==> src/rtl/memory_access.sv <==
// -----------------------------------------------------------------------------
// memory_access
//
// Load/store stage of the fewcore pipeline. It sits between the execute result
// latch and register write-back. It accepts one executed instruction per
// in_valid/in_ready handshake and issues at most one data-memory request for
// it on a req/ack bus. It formats store byte lanes and sign/zero-extends load
// data, then emits a one-cycle result pulse to write-back.
//
// Ports
//   clk, reset          rising-edge clock, asynchronous active-low reset
//   in_valid/in_ready   execute handshake (in_ready is high only in IDLE)
//   in_rd, in_alu       destination register, ALU result / effective address
//   in_store_data       rs2 value for stores
//   in_op               funct3: 000 B, 001 H, 010 W, 100 BU, 101 HU
//   in_is_load/store    access type
//   mem_req/mem_ack     memory handshake; mem_req is held until ack or timeout
//   mem_we, mem_addr    write flag, word-aligned address
//   mem_wdata, mem_be   lane-replicated store data, byte enables
//   mem_rdata           read word, valid together with mem_ack
//   out_valid           one-cycle result pulse
//   out_rd, out_data    destination register, write-back value
//   out_wen             register write enable, only ever high with out_valid
//   out_err             00 ok, 01 misaligned, 10 timeout, 11 illegal
// -----------------------------------------------------------------------------
module memory_access #(
  parameter int unsigned WAIT_MAX = 15
) (
  input  logic        clk,
  input  logic        reset,
  input  logic        in_valid,
  output logic        in_ready,
  input  logic [4:0]  in_rd,
  input  logic [31:0] in_alu,
  input  logic [31:0] in_store_data,
  input  logic [2:0]  in_op,
  input  logic        in_is_load,
  input  logic        in_is_store,
  output logic        mem_req,
  output logic        mem_we,
  output logic [31:0] mem_addr,
  output logic [31:0] mem_wdata,
  output logic [3:0]  mem_be,
  input  logic        mem_ack,
  input  logic [31:0] mem_rdata,
  output logic        out_valid,
  output logic [4:0]  out_rd,
  output logic [31:0] out_data,
  output logic        out_wen,
  output logic [1:0]  out_err
);

  localparam int unsigned CNT_W = (WAIT_MAX < 2) ? 1 : $clog2(WAIT_MAX + 1);
  localparam logic [CNT_W-1:0] CNT_LAST = CNT_W'(WAIT_MAX - 1);

  typedef enum logic { IDLE, ACCESS } state_t;

  typedef enum logic [1:0] {
    ERR_OK         = 2'b00,
    ERR_MISALIGNED = 2'b01,
    ERR_TIMEOUT    = 2'b10,
    ERR_ILLEGAL    = 2'b11
  } err_t;

  // Register state (_q) and next values (_d)
  state_t            state_q, state_d;
  logic [CNT_W-1:0]  cnt_q, cnt_d;
  logic              mem_req_q, mem_req_d;
  logic              mem_we_q, mem_we_d;
  logic [31:0]       mem_addr_q, mem_addr_d;
  logic [31:0]       mem_wdata_q, mem_wdata_d;
  logic [3:0]        mem_be_q, mem_be_d;
  logic              out_valid_q, out_valid_d;
  logic [4:0]        out_rd_q, out_rd_d;
  logic [31:0]       out_data_q, out_data_d;
  logic              out_wen_q, out_wen_d;
  err_t              out_err_q, out_err_d;

  // Context of the outstanding access, needed once the ack arrives
  logic [4:0]        acc_rd_q, acc_rd_d;
  logic [2:0]        acc_op_q, acc_op_d;
  logic [1:0]        acc_lo_q, acc_lo_d;
  logic              acc_load_q, acc_load_d;

  // Decode of the incoming instruction
  logic              is_mem;
  logic              illegal;
  logic              misaligned;
  logic [3:0]        st_be;
  logic [31:0]       st_wdata;

  assign is_mem = in_is_load | in_is_store;

  // NOTE: every signal driven in an always_comb gets a default first, so no
  // path can leave it unassigned and infer a latch.
  always_comb begin
    illegal    = 1'b0;
    misaligned = 1'b0;
    st_be      = 4'b0000;
    st_wdata   = 32'h0;

    if (in_is_load && in_is_store) begin
      illegal = 1'b1;
    end else if (in_is_store) begin
      illegal = !(in_op inside {3'b000, 3'b001, 3'b010});
    end else if (in_is_load) begin
      illegal = in_op inside {3'b011, 3'b110, 3'b111};
    end

    // Halfword ops (H/HU share op[1:0]=01) need addr[0]=0; words need 4-byte
    // alignment. Only meaningful for legal memory ops.
    if ((in_op[1:0] == 2'b01) && in_alu[0]) begin
      misaligned = 1'b1;
    end else if ((in_op == 3'b010) && (in_alu[1:0] != 2'b00)) begin
      misaligned = 1'b1;
    end

    case (in_op[1:0])
      2'b00: begin
        st_be    = 4'b0001 << in_alu[1:0];
        st_wdata = {4{in_store_data[7:0]}};
      end
      2'b01: begin
        st_be    = in_alu[1] ? 4'b1100 : 4'b0011;
        st_wdata = {2{in_store_data[15:0]}};
      end
      default: begin
        st_be    = 4'b1111;
        st_wdata = in_store_data;
      end
    endcase
  end

  // Select the addressed lane of the read word and extend it to 32 bits.
  function automatic logic [31:0] load_extend(input logic [2:0]  op,
                                              input logic [1:0]  lo,
                                              input logic [31:0] word);
    logic [7:0]  b;
    logic [15:0] h;
    case (lo)
      2'b00:   b = word[7:0];
      2'b01:   b = word[15:8];
      2'b10:   b = word[23:16];
      default: b = word[31:24];
    endcase
    h = lo[1] ? word[31:16] : word[15:0];
    case (op)
      3'b000:  load_extend = {{24{b[7]}}, b};
      3'b100:  load_extend = {24'h0, b};
      3'b001:  load_extend = {{16{h[15]}}, h};
      3'b101:  load_extend = {16'h0, h};
      default: load_extend = word;
    endcase
  endfunction

  // Next-state and next-output logic
  always_comb begin
    state_d     = state_q;
    cnt_d       = cnt_q;
    mem_req_d   = mem_req_q;
    mem_we_d    = mem_we_q;
    mem_addr_d  = mem_addr_q;
    mem_wdata_d = mem_wdata_q;
    mem_be_d    = mem_be_q;
    out_valid_d = 1'b0;          // result is a single-cycle pulse
    out_wen_d   = 1'b0;          // never asserted without out_valid
    out_rd_d    = out_rd_q;
    out_data_d  = out_data_q;
    out_err_d   = out_err_q;
    acc_rd_d    = acc_rd_q;
    acc_op_d    = acc_op_q;
    acc_lo_d    = acc_lo_q;
    acc_load_d  = acc_load_q;

    case (state_q)
      IDLE: begin
        if (in_valid) begin
          out_rd_d = in_rd;
          if (!is_mem) begin
            out_valid_d = 1'b1;
            out_data_d  = in_alu;
            out_wen_d   = (in_rd != 5'd0);
            out_err_d   = ERR_OK;
          end else if (illegal) begin
            out_valid_d = 1'b1;
            out_data_d  = in_alu;
            out_err_d   = ERR_ILLEGAL;
          end else if (misaligned) begin
            out_valid_d = 1'b1;
            out_data_d  = in_alu;
            out_err_d   = ERR_MISALIGNED;
          end else begin
            state_d     = ACCESS;
            cnt_d       = '0;
            mem_req_d   = 1'b1;
            mem_we_d    = in_is_store;
            mem_addr_d  = {in_alu[31:2], 2'b00};
            mem_be_d    = in_is_store ? st_be : 4'b0000;
            mem_wdata_d = in_is_store ? st_wdata : 32'h0;
            acc_rd_d    = in_rd;
            acc_op_d    = in_op;
            acc_lo_d    = in_alu[1:0];
            acc_load_d  = in_is_load;
          end
        end
      end

      ACCESS: begin
        if (mem_ack) begin
          // An ack in the last allowed cycle still completes the access.
          state_d     = IDLE;
          mem_req_d   = 1'b0;
          out_valid_d = 1'b1;
          out_rd_d    = acc_rd_q;
          out_err_d   = ERR_OK;
          if (acc_load_q) begin
            out_data_d = load_extend(acc_op_q, acc_lo_q, mem_rdata);
            out_wen_d  = (acc_rd_q != 5'd0);
          end else begin
            out_data_d = {mem_addr_q[31:2], acc_lo_q};
          end
        end else if (cnt_q == CNT_LAST) begin
          // This edge is where the count would reach WAIT_MAX: give up.
          state_d     = IDLE;
          mem_req_d   = 1'b0;
          cnt_d       = cnt_q + CNT_W'(1);
          out_valid_d = 1'b1;
          out_rd_d    = acc_rd_q;
          out_data_d  = {mem_addr_q[31:2], acc_lo_q};
          out_err_d   = ERR_TIMEOUT;
        end else begin
          cnt_d = cnt_q + CNT_W'(1);
        end
      end

      default: state_d = IDLE;
    endcase
  end

  // NOTE: sequential state uses non-blocking assignments only, so every
  // register samples the pre-edge values regardless of statement order.
  always_ff @(posedge clk or negedge reset) begin
    if (!reset) begin
      state_q     <= IDLE;
      cnt_q       <= '0;
      mem_req_q   <= 1'b0;
      mem_we_q    <= 1'b0;
      mem_addr_q  <= 32'h0;
      mem_wdata_q <= 32'h0;
      mem_be_q    <= 4'b0000;
      out_valid_q <= 1'b0;
      out_rd_q    <= 5'd0;
      out_data_q  <= 32'h0;
      out_wen_q   <= 1'b0;
      out_err_q   <= ERR_OK;
      acc_rd_q    <= 5'd0;
      acc_op_q    <= 3'b000;
      acc_lo_q    <= 2'b00;
      acc_load_q  <= 1'b0;
    end else begin
      state_q     <= state_d;
      cnt_q       <= cnt_d;
      mem_req_q   <= mem_req_d;
      mem_we_q    <= mem_we_d;
      mem_addr_q  <= mem_addr_d;
      mem_wdata_q <= mem_wdata_d;
      mem_be_q    <= mem_be_d;
      out_valid_q <= out_valid_d;
      out_rd_q    <= out_rd_d;
      out_data_q  <= out_data_d;
      out_wen_q   <= out_wen_d;
      out_err_q   <= out_err_d;
      acc_rd_q    <= acc_rd_d;
      acc_op_q    <= acc_op_d;
      acc_lo_q    <= acc_lo_d;
      acc_load_q  <= acc_load_d;
    end
  end

  assign in_ready  = (state_q == IDLE);
  assign mem_req   = mem_req_q;
  assign mem_we    = mem_we_q;
  assign mem_addr  = mem_addr_q;
  assign mem_wdata = mem_wdata_q;
  assign mem_be    = mem_be_q;
  assign out_valid = out_valid_q;
  assign out_rd    = out_rd_q;
  assign out_data  = out_data_q;
  assign out_wen   = out_wen_q;
  assign out_err   = out_err_q;

endmodule

==> config.mk <==
export PLATFORM = sky130hd
export DESIGN_NAME = memory_access
export DESIGN_NICKNAME = d
export VERILOG_FILES = /design/src/rtl/memory_access.sv
export SDC_FILE = /design/constraint.sdc
export NUM_CORES = 1
export LEC_CHECK = 0
export ABC_AREA = 1
export BUFFER_PORTS_ARGS = -buffer_cell sky130_fd_sc_hd__buf_2
export CORE_UTILIZATION = 35
export DETAILED_ROUTE_END_ITERATION = 10
export MAX_ROUTING_LAYER = met4
export SLEW_MARGIN = 0
export SYNTH_ARGS = -nofsm -noshare
export SYNTH_HDL_FRONTEND = slang
export SYNTH_SLANG_ARGS = --single-unit
==> constraint.sdc <==
create_clock -name clk -period 1.5 [get_ports clk]
set_input_delay 0.075 -clock clk [delete_from_list [all_inputs] [get_ports clk]]
set_output_delay 0.075 -clock clk [all_outputs]
set_load 0.02 [all_outputs]
After elaboration in Yosys (flattened, before gate mapping)
Index checks and enable logic that the tools add are counted.
{"block": "word_totals", "wordCells": 123, "out_inout_bits": 112, "in_bits": 110, "regBits": 125}
{"block": "op_classes", "n_addsub": 1, "n_eq_ne": 19, "bitwise_logic": 4, "shifts": 1, "mux": 64, "reduce_logical": 18}
{"operator": "32-bit two-way mux", "n": 8}
{"operator": "32-bit one-hot mux with 2 select lines", "n": 2}
{"operator": "32-bit one-hot mux with 4 select lines", "n": 1}
{"operator": "4-bit two-way mux", "n": 7}
{"operator": "1-bit two-way mux", "n": 27}
{"operator": "8-bit one-hot mux with 3 select lines", "n": 1}
{"operator": "16-bit two-way mux", "n": 1}
{"operator": "4-bit one-hot mux with 2 select lines", "n": 2}
{"operator": "5-bit two-way mux", "n": 3}
{"operator": "5-bit AND reduction", "n": 3}
{"operator": "3-bit equality test (second input constant)", "n": 4}
{"operator": "2-bit two-way mux", "n": 6}
{"operator": "5-bit one-hot mux with 2 select lines", "n": 1}
{"operator": "5-bit nonzero test", "n": 2}
{"operator": "2-bit inequality test (second input constant)", "n": 4}
{"operator": "1-bit one-hot mux with 2 select lines", "n": 4}
{"operator": "3-bit by 1-bit equality test with 1-bit output (second input constant)", "n": 2}
{"operator": "3-bit by 2-bit equality test with 1-bit output (second input constant)", "n": 2}
{"operator": "3-bit logical NOT", "n": 2}
{"operator": "3-bit nonzero test", "n": 2}
{"operator": "4-bit by 1-bit adder with 4-bit output (second input constant)", "n": 1}
{"operator": "2-bit by 1-bit equality test with 1-bit output (second input constant)", "n": 2}
{"operator": "4-bit equality test (second input constant)", "n": 1}
{"operator": "2-bit logical NOT", "n": 2}
{"operator": "13 further kinds", "n": 17}

Longest topological paths before layout
{"block": "depth", "word_depth": 9, "ltp_mapped": 12, "ltp_nobuf": 11}

Worst setup path after synthesis
Ideal clock, no wire load.
{"block": "synth_path", "path_type": "register -> register", "from": "register cnt_q[0]", "to": "register out_data_q[22] (netlist: out_data[22])", "path_buffers": 1, "slack_ns": -0.040, "period_less_slack_ns": 1.540, "setup_time_ns": 0.077, "required_ns": 1.423, "path_stages_with_launch": 12, "t_arrival_ns": 1.463, "cell_sequence": "dfrtp_1 > inv_1 > ha_1 > nand3_1 > nand2_1 > nand2_1 > o21ai_0 > nand2_2 > inv_2 > buf_2 > nor2_1 > a21oi_1"}
{"block": "synth_via", "elab_chain_len": 3}
{"element": "from (decl)", "line_no": "67", "source": "logic [CNT_W-1:0] cnt_q, cnt_d;"}
{"element": "from (signal assigned)", "line_no": "262", "source": "cnt_q <= cnt_d;"}
{"element": "4-bit equality test", "line_no": "222", "source": "end else if (cnt_q == CNT_LAST) begin"}
{"element": "3-bit by 2-bit inequality test with 1-bit output (no source line)"}
{"element": "3-bit AND reduction (no source line)"}
{"element": "to (signal assigned)", "line_no": "270", "source": "out_data_q <= out_data_d;"}
{"element": "to (decl)", "line_no": "75", "source": "logic [31:0] out_data_q, out_data_d;"}
Every way passes these cells.
A chain may end at the register's enable or synchronous reset.

Final worst setup path
{"block": "layout_path", "from": "register cnt_q[0]", "to": "register out_data_q[19] (netlist: out_data[19])"}
Same word-level chain as after synthesis.

==> flow_summary.yaml <==
finish:
  finalNonFillerCells: 1469
  finalInstanceArea_sq_mm: 0.0102
  syn_to_final_growth_pct: 56.5
  nFillCells: 1673
  fin_nets: 1338
  drive_gt1_frac: 0.330
  final_core_util: 0.564
placement:
  gp_congestion: 0.856
  pre_cts_ws_ns: -0.102
  dp.cells: 1351
  dpl_cell_area_sq_mm: 0.00818
  place_hpwl_um: 15600
  io_buffers: 219
status:
  failed_checks: "DRC, hold timing, setup timing"
  status: "finished with violations"
die:
  core-area_sq_mm: 0.0181
  die_h_um: 138
  dieArea_sq_mm: 0.0192
  initial_utilization: 0.360
  die_x_um: 138
  io_pins: 222
  rows: 49
run:
  drv_cap: 0
cts:
  clk_latency_ns: 0.42
  tritoncts: "done"
  clockBufferDepth: 2
  clkTransAtPathRegs_ns: 0.06
  cts_root_buffer: "clkbuf_16"
  numCtsBuffers: 17
  clock-sinks: 125
  htreeDepth: 4
power_and_ir_drop:
  seq_power_share: 0.331
  vdd_drop_max_v: 0.000908
  p_leak_nw: 5.35
  intPower_mw: 9.23
  p_per_area_mw_per_mm2: 1490
  p_sw_mw: 5.93
  comb_power_share: 0.399
  finalPower_mw: 15.2
  p_sw_frac: 0.391
  pwr-share-clk: 0.270
critical_path:
  crit_required_ns: 1.81
  r2r-end: "out_data[19]"
  startpoint_type: "register"
  r2r-start: "cnt_q[0]"
  critical_path_class: "reg -> reg"
  r2r_setup_slack_ns: -0.07
  worstRegToRegCells: 10
  cp_max_fo: 14
  worst_setup_path_end_kind: "register"
  critical_path_arrival_ns: 1.88
grt:
  grt_antenna_before_repair: 1
  grt_pass1_vias: 6779
  grt.total_usage: 0.238
  grt_max_degree: 42
  grt_pass1_wl_um: 34600
  globalRouteOverflowTotal: 0
timing:
  rsz0062_at_grt: "yes"
  final-hold-violation-count: 1
  fin_ws_ns: -0.0731
  fmax_mhz: 636
  timing.slew.headroom: 0.654
  whs_ns: -0.0136
  worstMarginPinSlew_ns: 0.519
  report.final.slew_viol_count: 0
  clock_skew_ns: 0.00945
  post-route-period-util: 1.05
  fin_tns_setup_ns: -0.602
  timing.final.crit_period_ns: 1.57
  setup_viol: 23
min_path:
  worstHoldPathType: "in -> reg"
  whs_path_depth: 3
  hold_path.startpoint: "in_store_data[12]"
  min_to: "mem_wdata[12]"
yosys:
  yosysSeqAreaShare: 0.480
  synth_edf_count: 0
  yosysTopAreaCellShare: 0.480
  synth_area_leader_cell: "dfrtp_1"
  netlist_instances: 905
  synth_area_leaders: "dfrtp_1 (48%), nand2_1 (17%), nor2_1 (7.9%)"
  synth_seq_cells: 125
  post_synth.cell_area_avg_sq_um: 7.20
  synth_cell_type_count: 36
  synth.most_common_cell: "nand2_1"
  yosys_most_used_dff: "dfrtp_1"
  async_reset_ff_frac: 1.00
  syn-cell-area_sq_mm: 0.00651
  ys_warn_count: 0
  netlist_top_cells_count: "nand2_1 (290), nor2_1 (137), dfrtp_1 (125), a21oi_1 (68), inv_1 (61)"
detailed_routing:
  met1_length_um: 10400
  viasPerCell: 4.93
  drc_errors: 34
  dr_wl_met3_um: 1780
  dr.first_iter.drc_count: 537
  ant_nets: 0
  wl_met2_um: 11800
  dr.pass1.iters: 9
  topRoutingLayerUsed: "met4"
  wl_per_cell_um: 16.6
  vias: 7241
  wirelength_um: 24300
how the worst max path moves through the flow:
stage          cells after the start           end      from
3_3_place_gp                      10  out_data[18]  cnt_q[0]
5_1_grt                           10  out_data[19]  cnt_q[0]
6_report                          10  out_data[19]  cnt_q[0]
3_5_place_dp                      11  out_data[18]  cnt_q[0]
2_1_floorplan                     11   out_data[0]  cnt_q[0]
4_1_cts                           11   out_data[7]  cnt_q[0]
state kept, by name (all words and copies together), names as in the netlist:
register	flops
out_rd	5
acc_op_q	3
mem_wdata	32
acc_rd_q	5
out_valid	1
cnt_q	4
acc_lo_q	2
out_data	32
mem_be	4
mem_addr	30
mem_req	1
acc_load_q	1
out_err	2
mem_we	1
state_q	1
out_wen	1
cell families (layout without fill, tap and decap cells):
group           after synthesis  count (layout)  synth area share
compound gates              167             167             0.135
xor+xnor                      2               2           0.00269
fa+ha+maj                     2               2           0.00384
buf+inv                     119             451            0.0762
flops                       125             125             0.480
mux                           2               2           0.00307
other cells                   1               3          0.000576
simple gates                487             488             0.299
what timing repair did:
action / CTS / global route
hold buffers: 63 / 0
resized for setup: 14 / 125
pin swaps: 2 / 15
cloned: 0 / 15
endpoints found under the setup margin: 37 / 119
setup buffers: 0 / 11
hold endpoints to repair: 106 / 0
worst max-delay path: stages (launching register included):
cell     delay (ns)
dfrtp_1        0.38
inv_2          0.08
ha_4           0.12
nand3_2        0.08
nand2_2        0.10
nand2_4        0.06
o21ai_4        0.07
nand2_4        0.14
buf_6          0.19
nor2_1         0.15
a21oi_2        0.08
final cells by class:
class | instances | area, sq um | area share
multi-input combinational | 663 | 3220 | 0.316
timing repair buffer | 352 | 2710 | 0.265
clock inverter | 10 | 115 | 0.0113
sequential | 125 | 3130 | 0.307
inverter | 67 | 272 | 0.0266
tap | 229 | 287 | 0.0281
clock buffer | 22 | 464 | 0.0455
antenna | 1 | 2.50 | 0.000245
layer usage:
| metal | vias up | GRT usage |
|---|---|---|
| met2 | 273 | 0.386 |
| met4 | 0 | 0.0721 |
| met1 | 3405 | 0.292 |
| li1 | 3532 | - |
| met3 | 31 | 0.0575 |
| met5 | - | - |
power groups by stage:
stage / Combinational [mW] / Sequential [mW] / Clock, mW
floorplan: 2.14 / 5.88 / 0
global placement: 5.16 / 4.98 / 0
detailed placement: 5.22 / 4.97 / 0
CTS: 5.38 / 4.94 / 4.15
global route: 6.60 / 5.12 / 4.32
finish: 6.06 / 5.02 / 4.09
layout by cell type, fill, tap and decap left out, types with 3 or more instances in the layout:
cell type,n
clkbuf_16,30
nand2_4,3
inv_1,56
nand2_1,276
nor2_2,18
or2_2,5
a21oi_1,57
nor2_1,112
dlymetal6s4s_1,3
nand3_2,8
nand2_2,11
o21ai_0,34
inv_2,7
clkbuf_1,3
o21ai_2,8
buf_4,40
a31oi_1,5
nand3_1,35
a21oi_2,11
dfrtp_1,123
o21ai_1,39
buf_2,214
buf_6,8
clkinvlp_4,3
nand4_1,3
nor2_4,8
dlygate4sd3_1,60
clkinv_2,3
buf_12,14
o221ai_1,5
No activity file was read; power rests on OpenSTA's default activity.
